===== src/rtl/ex_muldiv_unit.sv =====
`default_nettype none
// +----------------------------------------------------------------------------+
// | Module      : ex_muldiv_unit                                               |
// | Description : Iterative RV32M multiply/divide unit for the EX stage.        |
// |               32-cycle shift-add multiply and restoring divide, with a      |
// |               combinational stall to hold ID/EX and a one-cycle done slot.  |
// | Config      : define MULDIV_DIV_EN to include the divider datapath; when it |
// |               is absent, DIV/DIVU/REM/REMU finish at once with err_o=1.     |
// | Revision    : 1.0 - initial release                                         |
// +----------------------------------------------------------------------------+
module ex_muldiv_unit (
  input  logic        clk_i,
  input  logic        rst_i,
  input  logic        valid_i,
  input  logic [2:0]  funct3_i,
  input  logic [31:0] op1_i,
  input  logic [31:0] op2_i,
  input  logic [4:0]  rd_i,
  input  logic        flush_i,
  output logic        stall_o,
  output logic        done_o,
  output logic [31:0] result_o,
  output logic [4:0]  rd_o,
  output logic        err_o
);

  typedef enum logic [1:0] {
    ST_IDLE = 2'd0,
    ST_RUN  = 2'd1,
    ST_DONE = 2'd2
  } state_t;

  state_t      state_q, state_d;
  logic [4:0]  count_q, count_d;
  logic [2:0]  funct3_q, funct3_d;
  logic        sign_q, sign_d;
  // hi: product upper half / partial remainder
  // lo: multiplier + product lower half / dividend shifting into quotient
  // b : multiplicand / divisor magnitude
  logic [31:0] hi_q, hi_d;
  logic [31:0] lo_q, lo_d;
  logic [31:0] b_q, b_d;
  logic        done_q, done_d;
  logic        err_q, err_d;
  logic [31:0] result_q, result_d;
  logic [4:0]  rd_q, rd_d;

  // Operand signedness and result sign for the op presented in ID/EX
  logic        op1_signed, op2_signed, res_sign;
  logic [31:0] mag1, mag2;

  // Classify the incoming op and take operand magnitudes
  always_comb begin
    op1_signed = 1'b0;
    op2_signed = 1'b0;
    res_sign   = 1'b0;
    case (funct3_i)
      3'b000, 3'b001, 3'b100: begin
        op1_signed = 1'b1;
        op2_signed = 1'b1;
        res_sign   = op1_i[31] ^ op2_i[31];
      end
      3'b010: begin
        op1_signed = 1'b1;
        res_sign   = op1_i[31];
      end
      3'b110: begin
        op1_signed = 1'b1;
        op2_signed = 1'b1;
        res_sign   = op1_i[31];
      end
      default: begin
        op1_signed = 1'b0;
        op2_signed = 1'b0;
        res_sign   = 1'b0;
      end
    endcase
    mag1 = (op1_signed && op1_i[31]) ? (~op1_i + 32'd1) : op1_i;
    mag2 = (op2_signed && op2_i[31]) ? (~op2_i + 32'd1) : op2_i;
  end

  // One shift-add multiply step and the final sign-corrected product
  logic [32:0] mul_sum;
  logic [31:0] mul_hi, mul_lo;
  logic [63:0] prod_fix;
  logic [31:0] mul_res;

  always_comb begin
    mul_sum  = {1'b0, hi_q} + {1'b0, (lo_q[0] ? b_q : 32'd0)};
    mul_hi   = mul_sum[32:1];
    mul_lo   = {mul_sum[0], lo_q[31:1]};
    prod_fix = sign_q ? (~{mul_hi, mul_lo} + 64'd1) : {mul_hi, mul_lo};
    mul_res  = (funct3_q == 3'b000) ? prod_fix[31:0] : prod_fix[63:32];
  end

`ifdef MULDIV_DIV_EN
  // One restoring-divide step and the final sign-corrected quotient/remainder
  logic [32:0] div_shift, div_diff;
  logic        div_ge;
  logic [31:0] div_hi, div_lo, div_sel, div_res;

  always_comb begin
    div_shift = {hi_q, lo_q[31]};
    div_diff  = div_shift - {1'b0, b_q};
    div_ge    = ~div_diff[32];
    div_hi    = div_ge ? div_diff[31:0] : div_shift[31:0];
    div_lo    = {lo_q[30:0], div_ge};
    div_sel   = funct3_q[1] ? div_hi : div_lo;
    div_res   = sign_q ? (~div_sel + 32'd1) : div_sel;
  end
`endif

  // Select step and final result by op class
  logic [31:0] step_hi, step_lo, final_res;

  always_comb begin
`ifdef MULDIV_DIV_EN
    step_hi   = funct3_q[2] ? div_hi  : mul_hi;
    step_lo   = funct3_q[2] ? div_lo  : mul_lo;
    final_res = funct3_q[2] ? div_res : mul_res;
`else
    step_hi   = mul_hi;
    step_lo   = mul_lo;
    final_res = mul_res;
`endif
  end

  // Ops that finish without iterating, and their results
  logic        special;
  logic        special_err;
  logic [31:0] special_res;

  always_comb begin
    special     = 1'b0;
    special_err = 1'b0;
    special_res = 32'd0;
`ifdef MULDIV_DIV_EN
    if (funct3_i[2] && (op2_i == 32'd0)) begin
      special     = 1'b1;
      special_res = funct3_i[1] ? op1_i : 32'hFFFF_FFFF;
    end else if (funct3_i[2] && !funct3_i[0] &&
                 (op1_i == 32'h8000_0000) && (op2_i == 32'hFFFF_FFFF)) begin
      special     = 1'b1;
      special_res = funct3_i[1] ? 32'd0 : 32'h8000_0000;
    end
`else
    if (funct3_i[2]) begin
      special     = 1'b1;
      special_err = 1'b1;
      special_res = 32'd0;
    end
`endif
  end

  // Next-state and datapath update; flush wins over everything else
  always_comb begin
    state_d  = state_q;
    count_d  = count_q;
    funct3_d = funct3_q;
    sign_d   = sign_q;
    hi_d     = hi_q;
    lo_d     = lo_q;
    b_d      = b_q;
    done_d   = 1'b0;
    err_d    = err_q;
    result_d = result_q;
    rd_d     = rd_q;
    if (flush_i) begin
      state_d = ST_IDLE;
    end else begin
      case (state_q)
        ST_IDLE: begin
          if (valid_i) begin
            funct3_d = funct3_i;
            rd_d     = rd_i;
            sign_d   = res_sign;
            hi_d     = 32'd0;
            lo_d     = mag1;
            b_d      = mag2;
            count_d  = 5'd0;
            err_d    = 1'b0;
            if (special) begin
              state_d  = ST_DONE;
              done_d   = 1'b1;
              result_d = special_res;
              err_d    = special_err;
            end else begin
              state_d = ST_RUN;
            end
          end
        end
        ST_RUN: begin
          hi_d    = step_hi;
          lo_d    = step_lo;
          count_d = count_q + 5'd1;
          if (count_q == 5'd31) begin
            state_d  = ST_DONE;
            done_d   = 1'b1;
            result_d = final_res;
          end
        end
        default: begin
          // Same instruction still sits in ID/EX here, so valid_i is ignored
          state_d = ST_IDLE;
        end
      endcase
    end
  end

  // State and output registers with asynchronous reset
  always_ff @(posedge clk_i or posedge rst_i) begin
    if (rst_i) begin
      state_q  <= ST_IDLE;
      count_q  <= 5'd0;
      funct3_q <= 3'd0;
      sign_q   <= 1'b0;
      hi_q     <= 32'd0;
      lo_q     <= 32'd0;
      b_q      <= 32'd0;
      done_q   <= 1'b0;
      err_q    <= 1'b0;
      result_q <= 32'd0;
      rd_q     <= 5'd0;
    end else begin
      state_q  <= state_d;
      count_q  <= count_d;
      funct3_q <= funct3_d;
      sign_q   <= sign_d;
      hi_q     <= hi_d;
      lo_q     <= lo_d;
      b_q      <= b_d;
      done_q   <= done_d;
      err_q    <= err_d;
      result_q <= result_d;
      rd_q     <= rd_d;
    end
  end

  assign stall_o  = ((state_q == ST_IDLE) & valid_i & ~flush_i) |
                    ((state_q == ST_RUN) & ~flush_i);
  assign done_o   = done_q;
  assign err_o    = err_q;
  assign result_o = result_q;
  assign rd_o     = rd_q;

endmodule
`default_nettype wire


===== config.mk =====
export PLATFORM = sky130hd
export DESIGN_NAME = ex_muldiv_unit
export DESIGN_NICKNAME = d
export VERILOG_FILES = /design/src/rtl/ex_muldiv_unit.sv
export SDC_FILE = /design/constraint.sdc
export NUM_CORES = 1
export LEC_CHECK = 0
export CAP_MARGIN = 20
export CORE_MARGIN = 2
export CORE_UTILIZATION = 40
export DETAILED_ROUTE_END_ITERATION = 10
export PLACE_DENSITY = 0.63
export SETUP_SLACK_MARGIN = 0.3
export SLEW_MARGIN = 10
export SYNTH_ARGS = -nofsm -noshare
export SYNTH_HDL_FRONTEND = slang
export SYNTH_SLANG_ARGS = --single-unit

===== constraint.sdc =====
create_clock -name clk_i -period 17.8 [get_ports clk_i]
set_clock_uncertainty 0.05 [all_clocks]
set_input_delay 5.34 -clock clk_i [delete_from_list [all_inputs] [get_ports clk_i]]
set_output_delay 5.34 -clock clk_i [all_outputs]
set_load 0.05 [all_outputs]

==> run metrics, run 1 <==
worst hold endpoint=b_q[10]$_DFFE_PP0P_; Final GP Congestion=slightly below 0.9; Hold Path Class=flop to flop; TritonCTS Buffers=17; Total Wirelength=31,400 µm; critical path required time=12.41 ns; FF+latch area=roughly 3600 µm²; fin worst setup slack=between 4 and 5 ns; PostCTS Resize Cnt=0; initial antenna violation count=0; FF-to-FF path depth=12; clock period minus worst slack=between 10 and 15 ns; reg2reg setup slack=roughly 13 ns; initial detailed-routing violation count=765; leak pwr=0.00524 µW; dpl hpwl=between 20,000 and 25,000 µm; Final period util=75.6%; fmax=about 74 MHz; RSZ-0062 raised after global routing=false; commonest non-fill, non-tap cells in the layout=nand2_1, o21ai_0, dfrtp_1; Ys Warns=0; worst-path cell chain=clkdlybuf4s50_1 > nor2_1 > o21ai_4 > buf_4 > inv_1 > clkdlybuf4s50_1; Critical Path Slowest Stage Cell=clkdlybuf4s50_1; sequential share of the synthesized area=33.8%; ys async rst share=100%; CTS Sinks=145; top_reg_cell synth=dfrtp_1; number of global-route vias before repair=around 9,700; Hold Vio Cnt, Final=0; die area=roughly 28,000 µm²; peak supply drop=around 0.057 mV; CP peak stage delay=0.82 ns; worst-margin pin slew=roughly 1.0 ns; WP data arrival=around 8 ns; root buffer cell=clkbuf_16; CTS clk-pin slew, worst paths=~0.06 ns; vias per std cell=5.68; number of fill cells=approximately 2,600; setup bufs post-CTS=0; Fin Setup TNS=0 ns; Mapped Area=roughly 11,000 µm²; drt wl/cell=around 18 µm; Starting Density=40.9%; grt ovf=0; worst-skew pair later-pin latency=0.44 ns; Final Slew Violations=0; area delta synth->final=18.6%; core area=between 20,000 and 30,000 µm²; CP Launch Type=input pin; Mapped Nets=roughly 1,500; Max Cap Viol=0; total track usage=22.7%; Layout Nets=about 1,500; CP dominant cell by count=clkdlybuf4s50_1; Mean Syn Cell Area=around 8.0 µm²; Hold-fix buffers, CTS=0; RR Endpoint=result_o[30]$_DFFE_PP0P_; Yosys cell types=between 60 and 70; R2R Path Start=lo_q[0]$_DFFE_PP0P_; FF+latch count, synth=around 150; pwr dens=90.5 nW/µm²; CTS tree=yes; antenna viol nets, final=0; Die Span Y=168 µm; vias=between 10,000 and 15,000; commonest non-fill, non-tap cell in the layout=nand2_1; IO Port Bufs=115; drc violations=0; CP Class=input pin to output port; first-pass GRT wire length=51,000 µm; I/O Pins=116; EDFF count, synth=0; share of cells above drive strength 1=4.76%; diode count=0; Die Width=~170 µm; clk buf depth=2; Hold Path Cell Cnt=2; drt pass-1 iters=5; Multi-input gate area=roughly 6800 µm²; worst-path fanout max=94; H-tree Lvls=4; Place WS=4.34 ns; Final setup viols=0; Rows=between 50 and 60; non-filler cells in the finished layout=1,764; largest net degree at the start of global routing=between 90 and 100; Post-Place Cells=~1,700; crit end category=output port; Mapped Cells=1,344; HP Start=b_q[10]$_DFFE_PP0P_; status=complete, no violations; slew margin rel.=33.0%
==> stage by stage <==
step / area (µm²) / util, % / power [µW] / hold slack [ns]
floorplan: 10700 / - / 676 / 0.392
global placement: 12100 / 46.3 / 785 / 0.406
detailed placement: 12100 / 46.3 / 790 / 0.413
CTS: 12700 / 48.5 / 1160 / 0.428
global route: 12700 / 48.5 / 1220 / 0.450
finish: 12700 / 48.5 / 1150 / 0.424
==> flip-flops by register name, summed over array words and instances (netlist names) <==
signal and count:
sign_q 1, lo_q 32, funct3_q 3, result_o 32
state_q 2, hi_q 32, count_q 5, rd_o 5
b_q 32, done_o 1
==> power by group <==
group	internal (µW)	switching (µW)
combinational	143	227
clock	207	159
sequential	371	44.5
total	721	430
==> Yosys cell counts (all sizes together), types with 11 or more instances <==
cell type,instances,area share (%)
a21o,11,0.77
a21oi,122,5.7
a22o,31,2.5
and2,41,2.4
clkbuf,66,2.3
dfrtp,145,34
ha,37,4.3
inv,17,0.60
nand2,207,7.2
nand3,25,1.3
nand4,12,0.70
nor2,102,3.6
nor3,29,1.4
nor4,14,1.2
o21ai,162,7.6
o221ai,11,0.90
o31ai,26,1.8
o41ai,12,0.98
or3,34,2.0
xnor2,41,3.3
xor2,85,6.9
==> worst max-delay path: cells and delay by family <==
kind	cells	cell delay, ns
AO/OA/AOI/OAI	1	0.07
buffers and inverters	4	2.49
AND/OR/NAND/NOR	1	0.12
==> per-layer routing <==
layer  up-vias  wire length, µm  GRT usage (%)  part of all wire (%)
li1       4955                -              -                     -
met2       213            14500           36.0                    46
met1      4821            15100           32.1                    48
met5         -                0              0                     0
met3        38             1200           3.43                   3.8
met4         0              617           6.50                   2.0
==> worst max path at each step <==
stage                     startpoint  endpoint  depth (start not counted)
after global routing         flush_i   stall_o                          6
after detailed placement     flush_i   stall_o                          6
after floorplan              flush_i   stall_o                          4
after global placement       flush_i   stall_o                          6
final                        flush_i   stall_o                          6
after CTS                    flush_i   stall_o                          6
==> cell type report <==
| type | count | area share, % |
|---|---|---|
| Clock buffer | 20 | 3.67 |
| Clock inverter | 12 | 0.974 |
| Inverter | 17 | 0.541 |
| Multi-Input combinational cell | 1111 | 53.4 |
| Sequential cell | 145 | 28.5 |
| Tap cell | 335 | 3.30 |
| Timing Repair Buffer | 124 | 9.58 |
==> cells by family after synthesis <==
| logic type | Yosys count | share of synthesized area (%) |
|---|---|---|
| AO/OA/AOI/OAI | 429 | 24.3 |
| XOR/XNOR | 126 | 10.3 |
| adder cells (fa/ha/maj) | 38 | 4.50 |
| buffers and inverters | 88 | 3.10 |
| flip-flops | 145 | 33.8 |
| multiplexers | 2 | 0.187 |
| AND/OR/NAND/NOR | 516 | 23.7 |
Note: power is estimated with default switching activity, not from simulation.
==> run 2, diff against run 1 <==
==> constraint.sdc (replaced) <==
create_clock -name clk_i -period 14 [get_ports clk_i]
set_clock_uncertainty 0.05 [all_clocks]
set_input_delay 4.2 -clock clk_i [delete_from_list [all_inputs] [get_ports clk_i]]
set_output_delay 4.2 -clock clk_i [all_outputs]
set_load 0.05 [all_outputs]
==> run metrics, run 2 (synthesized netlist as in run 1, its figures left out) <==
Final GP Congestion=approximately 0.9; vias per std cell=~5.7; H-tree Lvls=4; Top delay family on crit path=buffers and inverters; core area=approximately 26,000 µm²; setup bufs post-CTS=0; Post-Place Cells=approximately 1,700; Hold Path Class=flop to flop; FF+latch area=3630 µm²; largest net degree at the start of global routing=95; root buffer cell=clkbuf_16; peak supply drop=~0.055 mV; share of cells above drive strength 1=4.69%; dpl hpwl=around 23,000 µm; non-filler cells in the finished layout=about 1,800; worst-path cell chain=clkdlybuf4s50_1 > nor2_1 > o21ai_4 > buf_4 > inv_1 > clkdlybuf4s50_1; Layout Nets=about 1,500; grt ovf=0; drt wl/cell=between 15 and 20 µm; PostCTS Resize Cnt=0; RSZ-0062 raised after global routing=false; slew margin rel.=around 34%; crit end category=output port; I/O Pins=between 100 and 150; Rows=59; Multi-input gate area=a little under 7000 µm²; Starting Density=approximately two fifths; Final period util=79.9%; Critical Path Slowest Stage Cell=clkdlybuf4s50_1; total track usage=22.9%; CP Class=input pin to output port; Die Span Y=~170 µm; leak pwr=roughly 0.0052 µW; worst-skew pair later-pin latency=0.44 ns; critical path required time=about 10 ns; vias=roughly 10,000; fmax=~89 MHz; Final setup viols=0; Die Width=168 µm; commonest non-fill, non-tap cells in the layout=nand2_1, o21ai_0, dfrtp_1; drc violations=0; drt pass-1 iters=5; pwr dens=around 120 nW/µm²; diode count=0; commonest non-fill, non-tap cell in the layout=nand2_1; number of global-route vias before repair=slightly below 10,000; WP data arrival=6.93 ns; CTS Sinks=around 150; clock period minus worst slack=11.18 ns; antenna viol nets, final=0; first-pass GRT wire length=around 52,000 µm; worst-margin pin slew=0.987 ns; CTS tree=yes; Max Cap Viol=0; CP Launch Type=input pin; Hold-fix buffers, CTS=0; Hold Vio Cnt, Final=0; CTS clk-pin slew, worst paths=0.06 ns; Total Wirelength=about 32,000 µm; CP dominant cell by count=clkdlybuf4s50_1; worst-path fanout max=94; area delta synth->final=18.5%; total power=1470 µW; TritonCTS Buffers=17; number of fill cells=2,540; clk buf depth=2; initial detailed-routing violation count=roughly 740; initial antenna violation count=0; IO Port Bufs=115; Fin Setup TNS=0 ns; Min Hold Slack=about 0.42 ns; CP peak stage delay=~0.82 ns; status=complete, no violations; Final Slew Violations=0; Final Core Density=about 49%; die area=roughly 28,000 µm²; crit path buf inv count=4
run 2: cell types whose count changed in the layout (fill, tap and decap cells not counted), sizes merged:
| cell | delta |
|---|---|
| clkinv | +1 |
| clkbuf | -2 |
| bufinv | +1 |
run 2: final cells by class:
cell class              instances  share of cell area (%)
multi-input cells            1111                    53.4
flip-flops and latches        145                    28.5
repair buffers                124                    9.59
clock buffers                  18                    3.38
well taps                     335                    3.30
clock inverters                14                    1.22
inverters                      17                   0.541
run 2: report_power, final:
part	internal, µW	switching [µW]
clock network	265	204
logic	182	292
registers	471	56.5
run 2: routing by layer:
layer / share of wire [%] / wire length (µm) / global-route usage [%]
met2: 46 / 14600 / 36.6
met3: 4.7 / 1480 / 3.43
met1: 48 / 15100 / 32.3
met5: 0 / 0 / 0
met4: 1.9 / 600 / 6.43
run 2: tightest hold or removal path, stage by stage, from the launching register on:
cell and delay [ns]:
dfrtp_1 0.34, nand2_1 0.04, o21ai_0 0.06
run 2: worst paths after layout:
check                      slack [ns]                        to  cells past startpoint           startpoint
hold reg to reg                  0.42       b_q[14]$_DFFE_PP0P_                      2  b_q[14]$_DFFE_PP0P_
min in group asynchronous        4.22      lo_q[11]$_DFFE_PP0P_                      2                rst_i
max in group asynchronous        8.31       hi_q[5]$_DFFE_PP0P_                      3                rst_i
setup / recovery                 2.82                   stall_o                      6              flush_i
setup reg to reg                 8.96  result_o[30]$_DFFE_PP0P_                     12  lo_q[0]$_DFFE_PP0P_
hold / removal                   0.42       b_q[14]$_DFFE_PP0P_                      2  b_q[14]$_DFFE_PP0P_
run 2: stage by stage:
step / cell area, µm² / setup slack, ns
2_1_floorplan: 10700 / 4.44
3_3_place_gp: 12100 / 2.85
3_5_place_dp: 12100 / 2.81
4_1_cts: 12700 / 2.81
5_1_grt: 12700 / 2.60
6_report: 12700 / 2.82
==> run 3, diff against run 2 <==
--- a/config.mk
+++ b/config.mk
@@ -9,7 +9,7 @@
 export CORE_MARGIN = 2
 export CORE_UTILIZATION = 40
 export DETAILED_ROUTE_END_ITERATION = 10
-export PLACE_DENSITY = 0.63
+export PLACE_DENSITY = 0.65
 export SETUP_SLACK_MARGIN = 0.3
 export SLEW_MARGIN = 10
 export SYNTH_ARGS = -nofsm -noshare
==> constraint.sdc (replaced) <==
create_clock -name clk_i -period 9.35 [get_ports clk_i]
set_clock_uncertainty 0.05 [all_clocks]
set_input_delay 2.805 -clock clk_i [delete_from_list [all_inputs] [get_ports clk_i]]
set_output_delay 2.805 -clock clk_i [all_outputs]
set_load 0.05 [all_outputs]
==> run metrics, run 3 (synthesized netlist as in run 1, its figures left out) <==
status=complete, no violations; Die Span Y=around 170 µm; slew margin rel.=between 30% and 40%; CTS clk-pin slew, worst paths=roughly 0.06 ns; Hold Path Class=flop to flop; drt pass-1 iters=5; Fin Setup TNS=0 ns; clk buf depth=2; die area=~28,000 µm²; worst-path fanout max=12; share of cells above drive strength 1=4.89%; Starting Density=roughly two fifths; grt ovf=0; pwr dens=around 180 nW/µm²; leak pwr=around 0.0053 µW; core area=~26,000 µm²; RSZ-0062 raised after global routing=false; Hold Vio Cnt, Final=0; PostCTS Resize Cnt=0; drc violations=0; Final period util=between 80% and 90%; setup bufs post-CTS=0; total power=between 2000 and 2500 µW; peak supply drop=roughly 0.10 mV; Post-Place Cells=1,734; worst-skew pair later-pin latency=roughly 0.44 ns; WP data arrival=between 4 and 5 ns; diode count=0; vias=a little over 10,000; CP Class=input pin to output port; Layout Nets=roughly 1,500; first-pass GRT wire length=50,600 µm; clock period minus worst slack=about 7.8 ns; IO Port Bufs=115; critical path required time=about 6.5 ns; H-tree Lvls=4; CTS tree=yes; drt wl/cell=~18 µm; initial antenna violation count=0; Final setup viols=0; largest net degree at the start of global routing=94; CP Launch Type=input pin; antenna viol nets, final=0; TritonCTS Buffers=17; worst-margin pin slew=between 1 and 1.5 ns; dpl hpwl=between 20,000 and 25,000 µm; Hold-fix buffers, CTS=0; number of global-route vias before repair=~9,600; I/O Pins=116; Max Cap Viol=0; Rows=59; root buffer cell=clkbuf_16; crit end category=output port; total track usage=between 20% and 30%; fmax=roughly 130 MHz; Final Slew Violations=0; Final GP Congestion=a little under 0.9; CTS Sinks=145; commonest non-fill, non-tap cells in the layout=nand2_1, o21ai_0, dfrtp_1; Die Width=approximately 170 µm; non-filler cells in the finished layout=about 1,800; initial detailed-routing violation count=slightly below 800; Total Wirelength=around 31,000 µm; area delta synth->final=19.2%; vias per std cell=roughly 5.7; commonest non-fill, non-tap cell in the layout=nand2_1
==> run 3: worst max-delay path, cell delays in order <==
cell and delay (ns):
clkdlybuf4s50_1 0.45, nor2_1 0.36, o21ai_4 0.10, inv_1 0.32, clkdlybuf4s50_1 0.88
==> run 3: worst paths after layout <==
| kind | startpoint | to | slack (ns) | depth (start not counted) |
|---|---|---|---|---|
| worst max register to register | lo_q[0]$_DFFE_PP0P_ | result_o[30]$_DFFE_PP0P_ | 4.26 | 12 |
| max in group asynchronous | rst_i | result_o[3]$_DFFE_PP0P_ | 5.07 | 3 |
| worst min-delay path | b_q[20]$_DFFE_PP0P_ | b_q[20]$_DFFE_PP0P_ | 0.42 | 2 |
| worst max-delay path | flush_i | stall_o | 1.58 | 5 |
| min in group asynchronous | rst_i | lo_q[12]$_DFFE_PP0P_ | 2.85 | 2 |
| worst min register to register | b_q[20]$_DFFE_PP0P_ | b_q[20]$_DFFE_PP0P_ | 0.42 | 2 |
==> run 3: layout make-up <==
class	instances	area [µm²]
inverter	17	68.8
fill	2506	13400
clock buffer	18	439
clock inverter	14	203
timing repair buffer	126	1230
multi-input combinational	1111	6790
sequential	145	3630
tap	335	419
==> run 3: power breakdown <==
part           switching, µW  internal, µW
Clock                    305           458
Sequential              83.9           706
Combinational            434           275
Total                    822          1440
==> run 3: metrics by stage <==
| stage | util [%] | hold WS (ns) | setup WS [ns] | cell area [µm²] |
|---|---|---|---|---|
| after floorplan | - | 0.392 | 2.58 | 10700 |
| after global placement | 46.3 | 0.406 | 1.63 | 12100 |
| final | 48.8 | 0.422 | 1.58 | 12800 |
| after global routing | 48.8 | 0.450 | 1.45 | 12800 |
| after CTS | 48.8 | 0.428 | 1.56 | 12800 |
| after detailed placement | 46.3 | 0.414 | 1.57 | 12100 |
==> run 3: routing by layer <==
layer | wire (µm) | GRT usage [%] | vias to the layer above
met5 | 0 | 0 | -
met1 | 14800 | 32.0 | 4848
met3 | 1470 | 3.14 | 50
met4 | 841 | 8.17 | 0
li1 | - | - | 4973
met2 | 14300 | 35.0 | 278
